**src/rtl/rom_dl_pkg.sv**
```systemverilog
// rom_dl_pkg: shared types for the ROM download bridge.
//   dl_word_t  - one buffered SDRAM write {word address, byte enables, data}
//   dl_state_t - download sequencing states
//   place_byte - steers a download byte into its little-endian lane
//   merge_byte - folds a newly placed byte into a held partial word
package rom_dl_pkg;

  typedef struct packed {
    logic [22:0] a;
    logic [1:0]  ds;
    logic [15:0] d;
  } dl_word_t;

  typedef enum logic [1:0] {
    IDLE  = 2'd0,
    LOAD  = 2'd1,
    FLUSH = 2'd2,
    DONE  = 2'd3
  } dl_state_t;

  // Even byte address -> low lane (ds[0]); odd byte address -> high lane (ds[1]).
  function automatic dl_word_t place_byte(input logic [23:0] addr, input logic [7:0] data);
    dl_word_t w;
    w.a = addr[23:1];
    if (addr[0]) begin
      w.ds = 2'b10;
      w.d  = {data, 8'h00};
    end else begin
      w.ds = 2'b01;
      w.d  = {8'h00, data};
    end
    return w;
  endfunction

  // The new byte overwrites only its own lane; the held lane is preserved.
  function automatic dl_word_t merge_byte(input dl_word_t held, input dl_word_t nb);
    dl_word_t    m;
    logic [15:0] lane;
    lane = {{8{nb.ds[1]}}, {8{nb.ds[0]}}};
    m.a  = held.a;
    m.ds = held.ds | nb.ds;
    m.d  = (held.d & ~lane) | nb.d;
    return m;
  endfunction

endpackage

```
**src/rtl/rom_dl_bridge_fifo.sv**
```systemverilog
// dl_word_fifo: small synchronous FIFO of dl_word_t entries.
// Ports:
//   i_clk, i_reset      - clock, asynchronous active-high reset
//   i_push, i_wdata     - write request and entry (ignored when full)
//   i_pop               - read request (ignored when empty)
//   o_rdata             - head entry (valid when not empty)
//   o_full, o_empty     - status
//   o_count             - occupancy, 0..FIFO_DEPTH
// Pointers carry one extra wrap bit so full and empty are distinguishable.
module dl_word_fifo
  import rom_dl_pkg::*;
#(
  parameter int unsigned FIFO_DEPTH = 4
) (
  input  logic                         i_clk,
  input  logic                         i_reset,
  input  logic                         i_push,
  input  dl_word_t                     i_wdata,
  input  logic                         i_pop,
  output dl_word_t                     o_rdata,
  output logic                         o_full,
  output logic                         o_empty,
  output logic [$clog2(FIFO_DEPTH):0]  o_count
);

  localparam int unsigned AW = $clog2(FIFO_DEPTH);

  dl_word_t    r_mem [FIFO_DEPTH];
  logic [AW:0] r_wptr;
  logic [AW:0] r_rptr;
  logic        w_do_push;
  logic        w_do_pop;

  assign o_full    = (r_wptr[AW] != r_rptr[AW]) && (r_wptr[AW-1:0] == r_rptr[AW-1:0]);
  assign o_empty   = (r_wptr == r_rptr);
  assign o_count   = r_wptr - r_rptr;
  assign o_rdata   = r_mem[r_rptr[AW-1:0]];
  assign w_do_push = i_push && !o_full;
  assign w_do_pop  = i_pop && !o_empty;

  // Storage and pointer update; simultaneous push and pop both advance.
  always_ff @(posedge i_clk or posedge i_reset) begin
    if (i_reset) begin
      r_wptr <= '0;
      r_rptr <= '0;
      for (int unsigned i = 0; i < FIFO_DEPTH; i++) begin
        r_mem[i] <= '0;
      end
    end else begin
      if (w_do_push) begin
        r_mem[r_wptr[AW-1:0]] <= i_wdata;
        r_wptr                <= r_wptr + {{AW{1'b0}}, 1'b1};
      end
      if (w_do_pop) begin
        r_rptr <= r_rptr + {{AW{1'b0}}, 1'b1};
      end
    end
  end

endmodule

```
**src/rtl/rom_dl_bridge.sv**
```systemverilog
// rom_dl_bridge: packs the byte-wide ROM download stream into 16-bit masked
// writes and issues them on a toggle-handshake SDRAM controller port.
// Ports:
//   i_clk, i_reset                 - SDRAM clock, asynchronous active-high reset
//   i_dl_active, i_dl_wr           - download window and one-cycle byte strobe
//   i_dl_addr[23:0], i_dl_data[7:0]- byte address and data
//   o_dl_wait                      - backpressure to the downloader
//   o_port_req / i_port_ack        - request / acknowledge toggles
//   o_port_we                      - always 1 (write-only port)
//   o_port_a[22:0], o_port_ds[1:0], o_port_d[15:0] - registered request payload
//   o_dl_done                      - one-cycle pulse once everything is committed
//   o_dl_ovf                       - sticky: a byte was dropped on a full FIFO
// The controller's port state must be reset together with this block so that
// req == ack means "idle" on both sides.
module rom_dl_bridge
  import rom_dl_pkg::*;
#(
  parameter int unsigned FIFO_DEPTH = 4
) (
  input  logic        i_clk,
  input  logic        i_reset,
  input  logic        i_dl_active,
  input  logic        i_dl_wr,
  input  logic [23:0] i_dl_addr,
  input  logic [7:0]  i_dl_data,
  output logic        o_dl_wait,
  output logic        o_port_req,
  input  logic        i_port_ack,
  output logic        o_port_we,
  output logic [22:0] o_port_a,
  output logic [1:0]  o_port_ds,
  output logic [15:0] o_port_d,
  output logic        o_dl_done,
  output logic        o_dl_ovf
);

  localparam int unsigned AW       = $clog2(FIFO_DEPTH);
  localparam logic [AW:0] WAIT_LVL = (AW+1)'(FIFO_DEPTH - 1);

  // Registers
  dl_state_t   r_state;
  dl_word_t    r_pk;
  logic        r_pk_valid;
  logic        r_act_q;
  logic        r_rise_pend;
  logic        r_port_req;
  logic [22:0] r_port_a;
  logic [1:0]  r_port_ds;
  logic [15:0] r_port_d;
  logic        r_dl_wait;
  logic        r_dl_done;
  logic        r_dl_ovf;

  // Wires
  dl_word_t    w_new;
  dl_word_t    w_push_word;
  dl_word_t    w_head;
  logic        w_strobe;
  logic        w_same;
  logic        w_push;
  logic        w_drop;
  logic        w_pk_load;
  logic        w_pk_clear;
  logic        w_full;
  logic        w_empty;
  logic [AW:0] w_count;
  logic        w_port_idle;
  logic        w_issue;
  logic        w_act_rise;

  assign w_new       = place_byte(i_dl_addr, i_dl_data);
  assign w_strobe    = (r_state == LOAD) && i_dl_active && i_dl_wr;
  assign w_same      = r_pk_valid && (r_pk.a == w_new.a);
  assign w_act_rise  = i_dl_active && !r_act_q;
  // Ack is compared combinationally so the next request can go out on the
  // same edge that sees the acknowledge.
  assign w_port_idle = (r_port_req == i_port_ack);
  assign w_issue     = w_port_idle && !w_empty;

  // Packer decision: what (if anything) is pushed this cycle and how the
  // packing register changes.
  always_comb begin
    w_push      = 1'b0;
    w_push_word = r_pk;
    w_drop      = 1'b0;
    w_pk_load   = 1'b0;
    w_pk_clear  = 1'b0;
    if (w_strobe) begin
      if (w_same) begin
        // Completing byte: a full FIFO drops it and keeps the held partial.
        if (!w_full) begin
          w_push      = 1'b1;
          w_push_word = merge_byte(r_pk, w_new);
          w_pk_clear  = 1'b1;
        end else begin
          w_drop = 1'b1;
        end
      end else if (r_pk_valid) begin
        // Different word: evict the held partial to make room for the new byte.
        if (!w_full) begin
          w_push    = 1'b1;
          w_pk_load = 1'b1;
        end else begin
          w_drop = 1'b1;
        end
      end else begin
        w_pk_load = 1'b1;
      end
    end else if ((r_state == FLUSH) && r_pk_valid) begin
      // Trailing partial word; retried every cycle until the FIFO has room.
      if (!w_full) begin
        w_push     = 1'b1;
        w_pk_clear = 1'b1;
      end else begin
        w_push = 1'b0;
      end
    end else begin
      w_push = 1'b0;
    end
  end

  dl_word_fifo #(
    .FIFO_DEPTH (FIFO_DEPTH)
  ) u_fifo (
    .i_clk   (i_clk),
    .i_reset (i_reset),
    .i_push  (w_push),
    .i_wdata (w_push_word),
    .i_pop   (w_issue),
    .o_rdata (w_head),
    .o_full  (w_full),
    .o_empty (w_empty),
    .o_count (w_count)
  );

  // Download sequencing FSM together with the packing register and the
  // done/overflow flags it owns.
  always_ff @(posedge i_clk or posedge i_reset) begin
    if (i_reset) begin
      r_state     <= IDLE;
      r_pk        <= '0;
      r_pk_valid  <= 1'b0;
      r_act_q     <= 1'b0;
      r_rise_pend <= 1'b0;
      r_dl_done   <= 1'b0;
      r_dl_ovf    <= 1'b0;
    end else begin
      r_act_q   <= i_dl_active;
      r_dl_done <= 1'b0;
      case (r_state)
        IDLE: begin
          // A rise seen during FLUSH/DONE is honoured here if still active.
          if (w_act_rise || (r_rise_pend && i_dl_active)) begin
            r_state     <= LOAD;
            r_pk        <= '0;
            r_pk_valid  <= 1'b0;
            r_dl_ovf    <= 1'b0;
            r_rise_pend <= 1'b0;
          end else begin
            r_rise_pend <= 1'b0;
          end
        end
        LOAD: begin
          if (w_pk_load) begin
            r_pk       <= w_new;
            r_pk_valid <= 1'b1;
          end else if (w_pk_clear) begin
            r_pk_valid <= 1'b0;
          end
          if (w_drop) begin
            r_dl_ovf <= 1'b1;
          end
          if (!i_dl_active) begin
            r_state <= FLUSH;
          end
        end
        FLUSH: begin
          if (w_pk_clear) begin
            r_pk_valid <= 1'b0;
          end
          if (w_act_rise) begin
            r_rise_pend <= 1'b1;
          end
          if (!r_pk_valid && w_empty && w_port_idle) begin
            r_state   <= DONE;
            r_dl_done <= 1'b1;
          end
        end
        DONE: begin
          if (w_act_rise) begin
            r_rise_pend <= 1'b1;
          end
          r_state <= IDLE;
        end
        default: begin
          r_state <= IDLE;
        end
      endcase
    end
  end

  // Request issue: latch the FIFO head and toggle req when the port is idle.
  always_ff @(posedge i_clk or posedge i_reset) begin
    if (i_reset) begin
      r_port_req <= 1'b0;
      r_port_a   <= '0;
      r_port_ds  <= '0;
      r_port_d   <= '0;
    end else if (w_issue) begin
      r_port_req <= ~r_port_req;
      r_port_a   <= w_head.a;
      r_port_ds  <= w_head.ds;
      r_port_d   <= w_head.d;
    end
  end

  // Backpressure: registered, leaving one slot for a strobe already in flight.
  always_ff @(posedge i_clk or posedge i_reset) begin
    if (i_reset) begin
      r_dl_wait <= 1'b0;
    end else begin
      r_dl_wait <= (w_count >= WAIT_LVL) || (r_state == FLUSH);
    end
  end

  assign o_dl_wait  = r_dl_wait;
  assign o_port_req = r_port_req;
  assign o_port_we  = 1'b1;
  assign o_port_a   = r_port_a;
  assign o_port_ds  = r_port_ds;
  assign o_port_d   = r_port_d;
  assign o_dl_done  = r_dl_done;
  assign o_dl_ovf   = r_dl_ovf;

endmodule

```
**config.mk**
```make
export PLATFORM = sky130hd
export DESIGN_NAME = rom_dl_bridge
export DESIGN_NICKNAME = d
export VERILOG_FILES = /design/src/rtl/rom_dl_pkg.sv /design/src/rtl/rom_dl_bridge_fifo.sv /design/src/rtl/rom_dl_bridge.sv
export SDC_FILE = /design/constraint.sdc
export NUM_CORES = 1
export LEC_CHECK = 0
export BUFFER_PORTS_ARGS = -buffer_cell sky130_fd_sc_hd__buf_2
export CAP_MARGIN = 10
export CORE_ASPECT_RATIO = 1.5
export CORE_MARGIN = 2
export CORE_UTILIZATION = 56
export CTS_CLUSTER_DIAMETER = 60
export DETAILED_ROUTE_END_ITERATION = 10
export PLACE_DENSITY = 0.75
export SLEW_MARGIN = 0
export SYNTH_ARGS = -nofsm -noshare
export SYNTH_HDL_FRONTEND = slang
export SYNTH_SLANG_ARGS = --single-unit
```
**constraint.sdc**
```tcl
create_clock -name i_clk -period 20.8 [get_ports i_clk]
set_input_delay 2.08 -clock i_clk [delete_from_list [all_inputs] [get_ports i_clk]]
set_output_delay 2.08 -clock i_clk [all_outputs]
set_load 0.01 [all_outputs]
```
== After elaboration in Yosys (flattened, before gate mapping) ==
Index checks and enable logic that the tools add are counted.
Word-level totals
  register bits after elaboration: 261
  logic and storage cells: 126
  output and inout port bits: 46
Operators by class
  mux-type cells: 41
  bitwise gates (word level): 7
  reduce and logical (&&, ||, !) cells: 29
  order comparisons: 4
  add/subtract/negate cells: 3
  eq/ne operators: 14
Operator list (number)
  2-to-1 mux 41 bit: 5
  bitwise mux 164 bit: 1
  binary-select mux 41 bit (select 2 bit): 1
  demux 41 bit (select 2 bit): 1
  case mux 41 bit (2 select lines): 1
  2-to-1 mux 18 bit: 4
  equality test 23 bit: 1
  2-to-1 mux 1 bit: 21
  AND 16 bit: 1
  NOT 16 bit: 1
  bitwise OR 16 bit: 1
  logical AND 1 bit: 13
  AND reduction 3 bit: 3
  != test 2 bit (second input constant): 4
  case mux 2 bit (4 select lines): 1
  adder 3 x 1 -> 3 bit (second input constant): 2
  greater-or-equal comparator 3 bit (second input constant): 2
  2-to-1 mux 2 bit: 3
  NOT 2 -> 3 bit: 2
  equality test 2 bit (second input constant): 2
  logical NOT 1 bit: 4
  != test 2 x 1 -> 1 bit (second input constant): 2
  case mux 1 bit (2 select lines): 2
  AND reduction 2 bit: 2
  other kinds (16): 18

== Depth between registers and ports, before layout ==
  depth after elaboration: 8
  gate-level depth with buffers: 14
  gate-level depth less buffers: 7

== Hierarchy ==
Synthesis repeated with hierarchy kept, for this count alone.
Second synthesis, totals
  cells, all modules: 740
  area, all modules: 12117.9 um^2
Modules (own cells, without submodules)
  dl_word_fifo: sequential area each 4254.1 um^2, cells each 443, times used 1, area each 8100.3 um^2
  rom_dl_bridge: sequential area each 2277.2 um^2, cells each 297, times used 1, area each 4017.6 um^2

== Worst setup path before layout ==
Ideal clock, no wire load.
  path type: input to register
  start: in i_dl_addr[17]
  end: reg r_pk[0] (netlist name)
  data arrival time: 3.563 ns
  buffers on the path: 1
  data required time: 20.675 ns
  slack: 17.112 ns
  cell stages on the path: 6
  path through: xor2_1 -> nor4_1 -> nand4_1 -> o21ai_4 -> buf_6 -> mux2_4
On the way
  word-level cells in the longest chain between the ends: 6
RTL lines
  from (decl): line rom_dl_bridge.sv:24  | input logic [23:0] i_dl_addr,
  equality test 23 bit: line rom_dl_bridge.sv:73  | assign w_same = r_pk_valid && (r_pk.a == w_new.a);
  logical AND 1 bit: line rom_dl_bridge.sv:73
  2-to-1 mux 1 bit: line rom_dl_bridge.sv:89  | if (w_same) begin
  2-to-1 mux 1 bit: line rom_dl_bridge.sv:88  | if (w_strobe) begin
  != test 2 bit (no source line)
  AND reduction 3 bit (no source line)
  to (signal assigned): line rom_dl_bridge.sv:165  | r_pk <= w_new;
  to (decl): line rom_dl_bridge.sv:42  | dl_word_t r_pk;
Every way passes these cells.
A chain may end at the register's enable or synchronous reset.

== Worst setup path in the final report ==
  start: in i_dl_active
  end: reg u_fifo.r_mem[112] (netlist name)
On the way
  word-level cells in the longest chain between the ends: 4
RTL lines
  from (decl): line rom_dl_bridge.sv:22  | input logic i_dl_active,
  logical AND 1 bit (2 in series): line rom_dl_bridge.sv:72  | assign w_strobe = (r_state == LOAD) && i_dl_active && i_dl_wr;
  2-to-1 mux 1 bit: line rom_dl_bridge.sv:88
  logical AND 1 bit: line rom_dl_bridge_fifo.sv:38  | assign w_do_push = i_push && !o_full;
  to (signal, indexed assignment): line rom_dl_bridge_fifo.sv:51  | r_mem[r_wptr[AW-1:0]] <= i_wdata;
  to (decl): line rom_dl_bridge_fifo.sv:28  | dl_word_t r_mem [FIFO_DEPTH];
Every way passes these cells.

==> results.md <==
- The post-detailed-route via-to-cell ratio is slightly below 6.
- The post-layout total power is between 1.5 and 2 mW.
- The sum of overflow across all layers after global routing is 0.
- The die width is between 100 and 150 um.
- The CTS H-tree depth is 1.
- Summed over all layers, the routed wires come to 28360 um.
- Setup repair after global routing left no endpoint under its margin.
- At the pin with the least slew margin, the transition time is approximately 1100 ps.
- The number of antenna violations at the first check in global routing is 0.
- The fraction of the mapped netlist area in compound gates is 0.08375.
- between 80 and 90 I/O pins were placed.
- The final setup violation count is 0.
- Counting every instance in the synthesized netlist gives about 1100.
- The Yosys step of the flow raised 0 warnings.
- The wire-length estimate of the detail-placed layout is between 15000 and 20000 um.
- Of the synthesized area, sequential elements account for 0.5492.
- Post-CTS repair changed the size of 0 cells.
- The clock net in this run drives a total of approximately 260 sinks.
- The cell area that synthesis handed to floorplanning was 0.01189 mm2.
- The CTS clock-pin slew for the worst setup and hold paths is 60 ps.
- The worst setup path is captured at a flip-flop.
- The utilization after layout is 0.6278.
- In the post-route analysis, the smallest setup slack over all paths is between 15000 and 20000 ps.
- The average instance area after synthesis is around 11 um2.
- In the final layout, flip-flops and latches occupy ~0.0065 mm2.
- The critical path ends at u_fifo.r_mem[112].
- Of the total synthesized cell area, the portion taken by full adders, half adders and majority gates is 0.01431.
- In this run the worst setup path begins at i_dl_active.
- The final period utilization is 0.2260.
- The total routing resource utilization after global routing is 0.2649.
- For this design the ratio of total power to cell area is roughly 140 mW/mm2.
- Ranked by total cell area, the synthesized netlist is headed by sky130_fd_sc_hd__dfrtp_1 55%, sky130_fd_sc_hd__nand2_1 10%, sky130_fd_sc_hd__mux4_2 7.8%, sky130_fd_sc_hd__mux2_2 4.7%, sky130_fd_sc_hd__a31oi_1 3.8%.
- The combined area of the multi-input logic cells is 0.004974 mm2.
- The number of placement rows is 65.
- The first detailed-routing pass took 7 iterations.
- The area overhead of the layout relative to synthesis is 10.77%.
- The detailed router finished its first iteration with approximately 840 violations.
- The number of register bits inferred by synthesis is 261.
- The first-pass GRT wire length is between 40000 and 50000 um.
- In this run the static leakage power is 6.555 nW.
- Once layout is complete, the cells apart from fillers number roughly 1500.
- The buffer count from post-CTS setup fixing is 0.
- The worst IR drop on VDD is about 0.077 mV.
- The congestion estimate from routability-driven global placement came to ~0.80.
- Counting tap cells, the placed design contains a total of between 1000 and 1500 instances.
- The worst clock skew is ~16 ps.
- For this design, the CTS-stage hold fixing added 0 buffers.
- The latest clock arrival within the worst-skew pair is between 500 and 600 ps.
- The simple-gate portion of the synthesized area is 0.1624.
- The cell at the root of the clock tree is sky130_fd_sc_hd__clkbuf_16.
- The worst-path maximum fanout is 23.
- The overall die height is roughly 180 um.
- The slack of the worst reg-to-reg path is approximately 17000 ps.
- The setup total negative slack is 0 ps.
- The final-layout fill cell count is ~1700.
- Port buffering added between 80 and 90 buffers.
- The routed length per placed instance is roughly 20 um.
- The fraction of final layout cells sized beyond drive strength 1 is 0.2005.
- Counting every net in the synthesized netlist gives 1172.
- The mux contribution to synthesized area is 0.1347.
- The total clock buffers created by CTS is 24.
- The max-slew violation count is 0.
- The floorplan step defined a die boundary enclosing between 0.02 and 0.025 mm2.
- Max-cap violations in this run came to 0.
- The CTS tree is done.
- The required time at the endpoint of the critical path is between 20000 and 25000 ps.
- The critical path in this run is classified as primary input to flip-flop.
- The worst setup path is launched from a primary input.
- The synthesized netlist contains 44 unique library cells.
- The dominant combinational cell family by area after synthesis is simple AND/OR/NAND/NOR gates.
- The number of antenna cells inserted is 0.
- The cell accounting for the most synthesized area is sky130_fd_sc_hd__dfrtp_1.
- Measured against its own limit, the worst slew margin works out to 0.2635.
- For this run, design rule violations remaining after detail routing come to 0.
- The residual antenna-violating net count after detailed routing is 0.
- In this run the critical register-to-register path is launched from r_state[1].
- Of the post-synthesis cell area, the dominant cell type holds 0.5492.
- The signal arrival time at the worst endpoint is ~5100 ps.
- The vias after detailed routing is 8641.
- Before CTS, the worst setup slack after placement is 15570 ps.
- The run finished with clean final reports.
- For the worst flop-to-flop path, the logic depth is 7.
- The number of hold violations in the final report is 0.
- The highest attainable clock frequency is 212.7 MHz.
- The number of nets in the finished design is 1215.
- The initial utilization of the core area, before any placement, comes to 0.5668.
- The smallest clock period supported by the final layout is computed as 4701 ps.
- The total area inside the core boundary comes to 0.02098 mm2.
- The XOR/XNOR share of the synthesized area is 0.02209.
- The buffer levels on the longest clock path is 3.
- The min-delay analysis places its worst path in the category flip-flop to flip-flop.
- The via count of the first global-routing pass is 8926.
- Entering global routing, the biggest net connects just over 100 pins.
- The worst register-to-register path ends at u_fifo.r_mem[112].
==> through the flow <==
stage | cell area, um2 | hold WS [ps]
detailed placement | 12400 | 459.5
CTS | 13170 | 475.5
global placement | 12400 | 452.7
finish | 13170 | 473.8
global route | 13170 | 492.8
floorplan | 11890 | 440.4
==> power by group <==
part	total [mW]	internal (mW)	switching [mW]
registers	0.821	0.692	0.129
clock network	0.439	0.247	0.192
logic	0.602	0.286	0.316
total	1.86	1.22	0.637
==> layout by cell type (no fill, tap or decap), types with 11 or more instances in the layout <==
cell                        count
sky130_fd_sc_hd__dfrtp_1      259
sky130_fd_sc_hd__xor2_1        27
sky130_fd_sc_hd__inv_1         12
sky130_fd_sc_hd__and2_1        11
sky130_fd_sc_hd__mux2_2        50
sky130_fd_sc_hd__nor2_1        77
sky130_fd_sc_hd__nand4_1       11
sky130_fd_sc_hd__mux4_2        41
sky130_fd_sc_hd__o21ai_0       44
sky130_fd_sc_hd__ha_1          12
sky130_fd_sc_hd__o211ai_1      24
sky130_fd_sc_hd__buf_2         81
sky130_fd_sc_hd__buf_4         13
sky130_fd_sc_hd__nand2_1      326
sky130_fd_sc_hd__clkbuf_16     25
sky130_fd_sc_hd__a31oi_1       73
==> registers in the layout (all words and copies together) (netlist names) <==
name and flops:
o_dl_done 1, o_dl_ovf 1, o_dl_wait 1, o_port_a 23
o_port_d 16, o_port_ds 2, o_port_req 1, r_act_q 1
r_pk 41, r_pk_valid 1, r_rise_pend 1, r_state 2
u_fifo.r_mem 164, u_fifo.r_rptr 3, u_fifo.r_wptr 3
==> how the worst min path moves through the flow <==
stage | from | end | slack (ps) | depth (start not counted)
finish | u_fifo.r_mem[35] | u_fifo.r_mem[35] | 470 | 2
global route | u_fifo.r_mem[154] | u_fifo.r_mem[154] | 490 | 2
CTS | u_fifo.r_mem[117] | u_fifo.r_mem[117] | 480 | 2
detailed placement | u_fifo.r_mem[117] | u_fifo.r_mem[117] | 460 | 2
global placement | u_fifo.r_mem[116] | u_fifo.r_mem[116] | 450 | 2
floorplan | u_fifo.r_mem[112] | u_fifo.r_mem[112] | 440 | 2
==> layout make-up <==
type                       instances  area share
tap                              268     0.02545
inverter                          13    0.004274
timing repair buffer              94     0.03818
multi-input combinational        771      0.3775
clock inverter                     9    0.005509
clock buffer                      34     0.05309
sequential                       261      0.4960
==> cells by family after synthesis <==
kind of cell / count (synthesis)
AOI/OAI and AO/OA: 155
DFF: 261
other: 1
muxes: 102
adders and majority gates: 13
and+or+nand+nor: 470
xor gates and xnor gates: 30
buffers and inverters: 90
==> layer usage <==
metal | share of wire | GRT usage | vias to the layer above
li1 | - | - | 3934
met1 | 0.39 | 0.3373 | 4340
met2 | 0.52 | 0.4586 | 303
met3 | 0.049 | 0.02750 | 64
met4 | 0.035 | 0.1105 | 0
met5 | 0 | 0 | -
==> worst max-delay path, stage by stage <==
cell	delay [ps]
sky130_fd_sc_hd__buf_2	130
sky130_fd_sc_hd__nand3_1	470
sky130_fd_sc_hd__a221oi_1	1070
sky130_fd_sc_hd__nand2_1	940
sky130_fd_sc_hd__nand2_1	300
sky130_fd_sc_hd__nand2_1	80
==> Yosys cell counts, drive strengths merged <==
library cell  number
nand2            326
dfrtp            261
nor2              77
a31oi             73
mux2              51
o21ai             45
mux4              41
buf               39
clkbuf            38
xor2              27
o211ai            24
and2              15
inv               13
ha                12
nand4             11
mux2i             10
nand3             10
nor2b              9
nor3               8
nor4               6
nand2b             3
nand4b             3
xnor2              3
a21boi             2
a21oi              2
a221oi             2
o21a               2
a2111oi            1
a211o              1
a221o              1
a311o              1
and4               1
conb               1
fa                 1
o22ai              1
or3                1
No activity file was read; power rests on OpenSTA's default activity.
